File: config.mk
export PLATFORM = sky130hd
export DESIGN_NAME = lmfe_win_seq
export DESIGN_NICKNAME = d
export VERILOG_FILES = /design/src/rtl/lmfe_pkg.sv /design/src/rtl/lmfe_win_addr.sv /design/src/rtl/lmfe_win_seq.sv
export SDC_FILE = /design/constraint.sdc
export NUM_CORES = 1
export LEC_CHECK = 0
export CAP_MARGIN = 20
export CORE_MARGIN = 2
export CORE_UTILIZATION = 45
export CTS_CLUSTER_DIAMETER = 30
export DETAILED_ROUTE_END_ITERATION = 6
export PLACE_DENSITY = 0.62
export SLEW_MARGIN = 10
export SYNTH_ARGS = -nofsm -noshare
export SYNTH_HDL_FRONTEND = slang
export SYNTH_SLANG_ARGS = --single-unit
export TNS_END_PERCENT = 30
File: constraint.sdc
create_clock -name clk -period 9.95 [get_ports clk]
set_input_delay 1.4925 -clock clk [delete_from_list [all_inputs] [get_ports clk]]
set_output_delay 1.4925 -clock clk [all_outputs]
set_load 0.02 [all_outputs]
File: src/rtl/lmfe_pkg.sv
// Shared types and constants for the lmfe window sequencer.
// FSM state enum, window geometry, pad/empty values, coordinate type.
package lmfe_pkg;

  localparam int WIN_K = 7;
  localparam int WIN_R = 3;
  localparam int WIN_N = 49;

  localparam logic [7:0] PAD_VAL   = 8'h00;
  localparam logic [7:0] EMPTY_VAL = 8'hFF;

  // Drain cycles after the last FLUSH step, minus one
  localparam logic [1:0] DRAIN_LAST = 2'd2;

  typedef enum logic [2:0] {
    ST_IDLE,
    ST_FILL,
    ST_SHR,
    ST_SHL,
    ST_SHD,
    ST_FLUSH,
    ST_DRAIN,
    ST_DONE
  } state_t;

  typedef logic signed [15:0] crd_t;

endpackage

File: src/rtl/lmfe_win_addr.sv
// Window step counters and pixel address generation for lmfe_win_seq.
// Ports: clk, RST, i_st (FSM state); o_addr_i/o_addr_d, o_pad_i/o_pad_d,
// o_last (window end step), o_cen/o_codd/o_cend/o_rlast (new centre info).
module lmfe_win_addr
  import lmfe_pkg::*;
#(
  parameter int IMG_W = 128,
  parameter int IMG_H = 128,
  parameter int AW    = 14
) (
  input  logic          clk,
  input  logic          RST,
  input  state_t        i_st,
  output logic [AW-1:0] o_addr_i,
  output logic [AW-1:0] o_addr_d,
  output logic          o_pad_i,
  output logic          o_pad_d,
  output logic          o_last,
  output logic [AW-1:0] o_cen,
  output logic          o_codd,
  output logic          o_cend,
  output logic          o_rlast
);

  localparam logic [2:0] K_LAST = 3'(WIN_K - 1);

  logic [2:0] r_a;
  logic [2:0] r_b;
  crd_t       r_row;
  crd_t       r_col;

  int   w_row, w_col, w_oa, w_ob;
  int   w_iy, w_ix, w_dy, w_dx;
  int   w_nrow, w_ncol;
  logic w_step, w_full, w_pi, w_pd;

  function automatic logic f_out(int y, int x);
    return (y < 0) || (y >= IMG_H) || (x < 0) || (x >= IMG_W);
  endfunction

  function automatic logic [AW-1:0] f_addr(int y, int x);
    return AW'(y * IMG_W + x);
  endfunction

  always_comb begin
    w_row  = int'(r_row);
    w_col  = int'(r_col);
    w_oa   = int'(r_a) - WIN_R;
    w_ob   = int'(r_b) - WIN_R;
    w_full = (i_st == ST_FILL) || (i_st == ST_FLUSH);
    w_step = 1'b1;
    w_iy   = 0;
    w_ix   = 0;
    w_dy   = 0;
    w_dx   = 0;
    unique case (i_st)
      ST_FILL, ST_FLUSH: begin
        w_iy = w_row + w_oa;
        w_ix = w_col + w_ob;
        w_dy = w_iy;
        w_dx = w_ix;
      end
      ST_SHR: begin
        w_iy = w_row + w_ob;
        w_dy = w_iy;
        w_ix = w_col + WIN_R + 1;
        w_dx = w_col - WIN_R;
      end
      ST_SHL: begin
        w_iy = w_row + w_ob;
        w_dy = w_iy;
        w_ix = w_col - WIN_R - 1;
        w_dx = w_col + WIN_R;
      end
      ST_SHD: begin
        w_iy = w_row + WIN_R + 1;
        w_dy = w_row - WIN_R;
        w_ix = w_col + w_ob;
        w_dx = w_ix;
      end
      default: w_step = 1'b0;
    endcase
    w_nrow = w_row + ((i_st == ST_SHD) ? 1 : 0);
    w_ncol = w_col + ((i_st == ST_SHR) ? 1 : 0)
                   - ((i_st == ST_SHL) ? 1 : 0);
  end

  assign w_pi     = w_step && f_out(w_iy, w_ix);
  assign w_pd     = w_step && f_out(w_dy, w_dx);
  assign o_pad_i  = w_pi;
  assign o_pad_d  = w_pd;
  assign o_addr_i = (w_step && !w_pi) ? f_addr(w_iy, w_ix) : '0;
  assign o_addr_d = (w_step && !w_pd) ? f_addr(w_dy, w_dx) : '0;

  assign o_last  = w_step && (r_b == K_LAST)
                   && (!w_full || (r_a == K_LAST));
  assign o_cen   = f_addr(w_nrow, w_ncol);
  assign o_codd  = w_nrow[0];
  assign o_cend  = o_codd ? (w_ncol == 0) : (w_ncol == IMG_W - 1);
  assign o_rlast = (w_nrow == IMG_H - 1);

  always_ff @(posedge clk or posedge RST) begin
    if (RST) begin
      r_a   <= '0;
      r_b   <= '0;
      r_row <= '0;
      r_col <= '0;
    end else if (!w_step) begin
      r_a   <= '0;
      r_b   <= '0;
      r_row <= '0;
      r_col <= '0;
    end else begin
      if (r_b == K_LAST) begin
        r_b <= '0;
        if (w_full)
          r_a <= (r_a == K_LAST) ? '0 : r_a + 3'd1;
      end else begin
        r_b <= r_b + 3'd1;
      end
      if (o_last) begin
        r_row <= crd_t'(w_nrow);
        r_col <= crd_t'(w_ncol);
      end
    end
  end

endmodule

File: src/rtl/lmfe_win_seq.sv
// Serpentine 7x7 window sequencer feeding the lmfe_med49 median core.
// Ports: clk, RST, START/BUSY/DONE, ROM IADDR_*/IDATA_*, core INS/DEL/SEN, result OWEN/OADDR.
module lmfe_win_seq
  import lmfe_pkg::*;
#(
  parameter int IMG_W = 128,
  parameter int IMG_H = 128,
  parameter int AW    = 14
) (
  input  logic          clk,
  input  logic          RST,
  input  logic          START,
  output logic          BUSY,
  output logic          DONE,
  output logic [AW-1:0] IADDR_I,
  output logic [AW-1:0] IADDR_D,
  input  logic [7:0]    IDATA_I,
  input  logic [7:0]    IDATA_D,
  output logic [7:0]    INS,
  output logic [7:0]    DEL,
  output logic          SEN,
  output logic          OWEN,
  output logic [AW-1:0] OADDR
);

  state_t     r_st;
  state_t     w_nx;
  logic [1:0] r_drn;

  logic          w_pi, w_pd, w_last;
  logic          w_codd, w_cend, w_rlast;
  logic [AW-1:0] w_cen;
  logic          w_step, w_eow;
  logic [7:0]    w_ins, w_del;

  logic          r_v1, r_pi1, r_pd1, r_fi1, r_fd1, r_e1;
  logic [AW-1:0] r_c1;
  logic          r_e2;
  logic [AW-1:0] r_c2;

  lmfe_win_addr #(
    .IMG_W (IMG_W),
    .IMG_H (IMG_H),
    .AW    (AW)
  ) u_addr (
    .clk      (clk),
    .RST      (RST),
    .i_st     (r_st),
    .o_addr_i (IADDR_I),
    .o_addr_d (IADDR_D),
    .o_pad_i  (w_pi),
    .o_pad_d  (w_pd),
    .o_last   (w_last),
    .o_cen    (w_cen),
    .o_codd   (w_codd),
    .o_cend   (w_cend),
    .o_rlast  (w_rlast)
  );

  always_ff @(posedge clk or posedge RST) begin
    if (RST) r_st <= ST_IDLE;
    else     r_st <= w_nx;
  end

  always_comb begin
    w_nx = r_st;
    unique case (r_st)
      ST_IDLE: if (START) w_nx = ST_FILL;
      ST_FILL, ST_SHR, ST_SHL: begin
        if (w_last) begin
          if (!w_cend)       w_nx = w_codd ? ST_SHL : ST_SHR;
          else if (!w_rlast) w_nx = ST_SHD;
          else               w_nx = ST_FLUSH;
        end
      end
      // A row change always reverses the horizontal direction
      ST_SHD:   if (w_last) w_nx = w_codd ? ST_SHL : ST_SHR;
      ST_FLUSH: if (w_last) w_nx = ST_DRAIN;
      ST_DRAIN: if (r_drn == DRAIN_LAST) w_nx = ST_DONE;
      ST_DONE:  w_nx = ST_IDLE;
      default:  w_nx = ST_IDLE;
    endcase
  end

  always_ff @(posedge clk or posedge RST) begin
    if (RST)                 r_drn <= '0;
    else if (r_st == ST_DRAIN) r_drn <= r_drn + 2'd1;
    else                     r_drn <= '0;
  end

  assign BUSY   = (r_st != ST_IDLE) && (r_st != ST_DONE);
  assign DONE   = (r_st == ST_DONE);
  assign w_step = r_st inside {ST_FILL, ST_SHR, ST_SHL, ST_SHD, ST_FLUSH};
  // FLUSH completes no new window, so it never raises OWEN
  assign w_eow  = w_last && (r_st != ST_FLUSH);

  always_ff @(posedge clk or posedge RST) begin
    if (RST) begin
      r_v1  <= 1'b0;
      r_pi1 <= 1'b0;
      r_pd1 <= 1'b0;
      r_fi1 <= 1'b0;
      r_fd1 <= 1'b0;
      r_e1  <= 1'b0;
      r_c1  <= '0;
    end else begin
      r_v1  <= w_step;
      r_pi1 <= w_pi;
      r_pd1 <= w_pd;
      r_fi1 <= (r_st == ST_FLUSH);
      r_fd1 <= (r_st == ST_FILL);
      r_e1  <= w_eow;
      r_c1  <= w_cen;
    end
  end

  assign w_ins = r_fi1 ? EMPTY_VAL : (r_pi1 ? PAD_VAL : IDATA_I);
  assign w_del = r_fd1 ? EMPTY_VAL : (r_pd1 ? PAD_VAL : IDATA_D);

  always_ff @(posedge clk or posedge RST) begin
    if (RST) begin
      INS   <= EMPTY_VAL;
      DEL   <= EMPTY_VAL;
      SEN   <= 1'b1;
      r_e2  <= 1'b0;
      r_c2  <= '0;
      OWEN  <= 1'b0;
      OADDR <= '0;
    end else begin
      SEN <= !r_v1;
      if (r_v1) begin
        INS <= w_ins;
        DEL <= w_del;
      end
      r_e2 <= r_v1 && r_e1;
      r_c2 <= r_c1;
      OWEN <= r_e2;
      if (r_e2) OADDR <= r_c2;
    end
  end

endmodule

==> results.md <==
- Synthesized flop and latch total: 110
- Crit path max-delay family: compound AO/OA/AOI/OAI gates
- Setup Fix Bufs, Post-CTS: 0
- Power share of the sequential group: 0.195
- GRT Total Usage: 0.256
- Yosys cell types: 91
- CTS buffer count: 9
- FP Rows: just under 60
- Die span in y: 166 um
- Slew headroom: 0.292
- Antenna violations before repair: 0
- CP Capture Type: output pin
- DR pass1 iterations: 7
- Post-synth EDFFs: 0
- Pint: 1710 uW
- Critical path depth: 17
- Clock Power Share: 0.106
- Status: finished, final reports clean
- Final period utilization: 0.743
- Die W: 166 um
- Worst EP arrival: 5.90 ns
- Placed Cells: roughly 1800
- Initial Util: 0.456
- Mapped Nets: 1600
- Combinational share of power: 0.699
- Switch share: 0.513
- Main synth FF type: dfrtp_1
- Clk sinks: 110
- GRT overflow: 0
- H-tree levels: 3
- GPL Wtd Cong: 0.950
- Clock latency at the later pin of the worst-skew pair: 0.35 ns
- Maxcap violations: 0
- Post_cts resized: 0
- Sequential fraction of the synthesis area: 0.235
- Layout cells sized above 1: 0.0711
- Worst vdd ir: 0.168 mV
- Area post-placement: roughly 13000 um^2
- Top post-synthesis cells by area: dfrtp_1 (20%), ha_1 (8.8%), xnor2_1 (7.4%), a21oi_1 (5.6%), nand2_1 (4.2%)
- Worst Path Buf+Inv: 2
- Routed wire per std cell: 19.5 um
- Vias: 11400
- Synth warn: 0
- Type of the worst min-delay path: register to register
- Least-Margin Pin Slew: 1.06 ns
- Max-slew violations: 0
- Via/cell ratio: between 6 and 7
- Worst Skew: 0.0119 ns
- Reg2Reg Depth: 20
- Setup CP Type: register to output pin
- Core ar.: 25900 um^2
- Psw: 1800 uW
- Max stage delay on crit path: between 0.9 and 1 ns
- Final setup violation count: 0
- CP Cell Sequence: inv_1 > ha_1 > or3b_1 > a311oi_2 > o21ai_1 > xnor2_1 > o221ai_1 > ha_1 > fa_1 > a21o_1 > a21oi_1 > o21bai_1 > a21oi_1 > xnor2_1 > nand4_1 > nor4_1 > clkdlybuf4s50_1
- Critical-path top delay cell: dfrtp_1
- Post-route cell area: 13100 um^2
- Area leader, netlist: dfrtp_1
- Ant diodes: 0
- Post-synth top area share: 0.197
- Setup TNS: 0 ns
- R2R Path Start: r_st[1]
- Hold_sp: r_c1[13]
- Synthesized instance count: 1492
- Port Buffers: 80
- Root buf cell: clkbuf_16
- Initial DRC Count: 1209
- Post-route ant nets: 0
- Die ar.: approximately 28000 um^2
- P&R area growth vs syn: 10.5%
- CTS tree: done
- Fin cells: 1839
- Setup slack, reg-to-reg: 4.81 ns
- FMAX: 135 MHz
- CP Max Fanout: 28
- Worst EP required: 8.46 ns
- Syn Area/Cell: 7.92 um^2
- Final min period: approximately 7.4 ns
- Critical Path Start: u_addr.r_col[1]
- WL final: 35.8 mm
- Clock transition at path regs: 0.09 ns
- Fraction of registers with async set/reset: 1.00
- Final nets: 1607
- Pin count of the biggest net entering global routing: 81
- Hold_buf cts: 0
- Clk buf depth: 2
- PD cells: 268 nW/um^2
- Worst hold path cell count: 0
- Vias in the first global route: 10500
- RSZ-0062 raised after global routing: no
- Worst Setup Start Kind: register
- Most frequent cells in the layout: nand2_1 (132), a21oi_1 (130), nor2_1 (128)
- Most common cell after layout, fill and taps aside: nand2_1
- Pleak: around 0.0054 uW
- Dpl hpwl: 27.0 mm
- # IOs: 81
- Final Hold Viols: 0
- Syn Std Cell Area: 11800 um^2
- Global-route wire length before repair: 58.4 mm
- DRC errors left: 0
-- registers in the layout, summed over array words and instances, names as in the netlist, 2 cells and up --
signal,cells
u_addr.r_col,16
u_addr.r_row,16
OADDR,14
r_c1,14
r_c2,14
DEL,8
INS,8
r_st,3
u_addr.r_a,3
u_addr.r_b,3
r_drn,2
-- metal layers --
| metal | wire [um] | vias to the layer above | track usage |
|---|---|---|---|
| met1 | 17600 | 5347 | 0.392 |
| met4 | 765 | 0 | 0.0639 |
| met2 | 15100 | 429 | 0.384 |
| met5 | 0 | - | 0 |
| met3 | 2330 | 52 | 0.0250 |
| li1 | - | 5527 | - |
-- per-stage QoR --
step                hold WS (ns)  setup WS, ns  total power [uW]   util
floorplan                  0.331          3.33              2460      -
global placement           0.333          3.18              3090  0.491
detailed placement         0.335          3.02              3080  0.491
CTS                        0.344          2.59              3480  0.503
global route               0.340          2.10              3790  0.504
finish                     0.343          2.56              3500  0.504
-- cells in the mapped netlist, drive strengths merged (7+ instances only) --
cell type,instances
a211oi,16
a21o,38
a21oi,133
a22oi,13
a31o,8
a31oi,15
and2,12
and3,13
and4,7
buf,32
clkbuf,66
dfrtp,93
dfstp,17
ha,83
inv,45
mux2,14
mux2i,10
nand2,132
nand2b,16
nand3,51
nand4,23
nand4b,9
nor2,130
nor2b,10
nor3,49
nor3b,11
nor4,41
o2111ai,7
o211ai,14
o21ai,64
o21bai,8
o22ai,13
o31ai,13
or3,18
or4,12
xnor2,100
xor2,49
-- worst reg2reg max path, delay by kind of cell (launching register included) --
kind                       cells  cell delay, ns
buffers and inverters          4            0.92
AOI/OAI and AO/OA              6            0.82
adders and majority gates      3            1.25
DFF                            1            0.33
and+or+nand+nor                4            1.16
xor gates and xnor gates       3            0.54
-- layout make-up --
class	instances	area [um^2]
clock buffers	9	225
inverters	45	171
flip-flops and latches	110	2770
fillers	2531	12800
clock inverters	7	88.8
multi-input cells	1239	8460
repair buffers	94	926
well taps	335	419
-- worst paths after layout --
| path | end |
|---|---|
| max | IADDR_I[13] |
| min | r_c2[13] |
| max reg2reg | r_c1[13] |
| min reg2reg | r_c2[13] |
| max in group asynchronous | DEL[6] |
| min in group asynchronous | r_c2[1] |
-- power by group through the flow --
stage	clock, uW	sequential [uW]	combinational [uW]
after floorplan	0	691	1760
after global placement	0	687	2400
after detailed placement	0	692	2390
after CTS	382	683	2410
after global routing	398	703	2690
final	371	684	2450
-- cells by family (layout without fill, tap and decap cells) --
kind of cell             after synthesis  count (layout)  synth area share
multiplexers                          24              24            0.0218
XOR/XNOR                             149             149             0.110
AO/OA/AOI/OAI                        413             413             0.233
buffers and inverters                143             155            0.0513
AND/OR/NAND/NOR                      564             564             0.251
flip-flops                           110             110             0.235
adder cells (fa/ha/maj)               89              89            0.0980
Note: power is estimated with default switching activity, not from simulation.
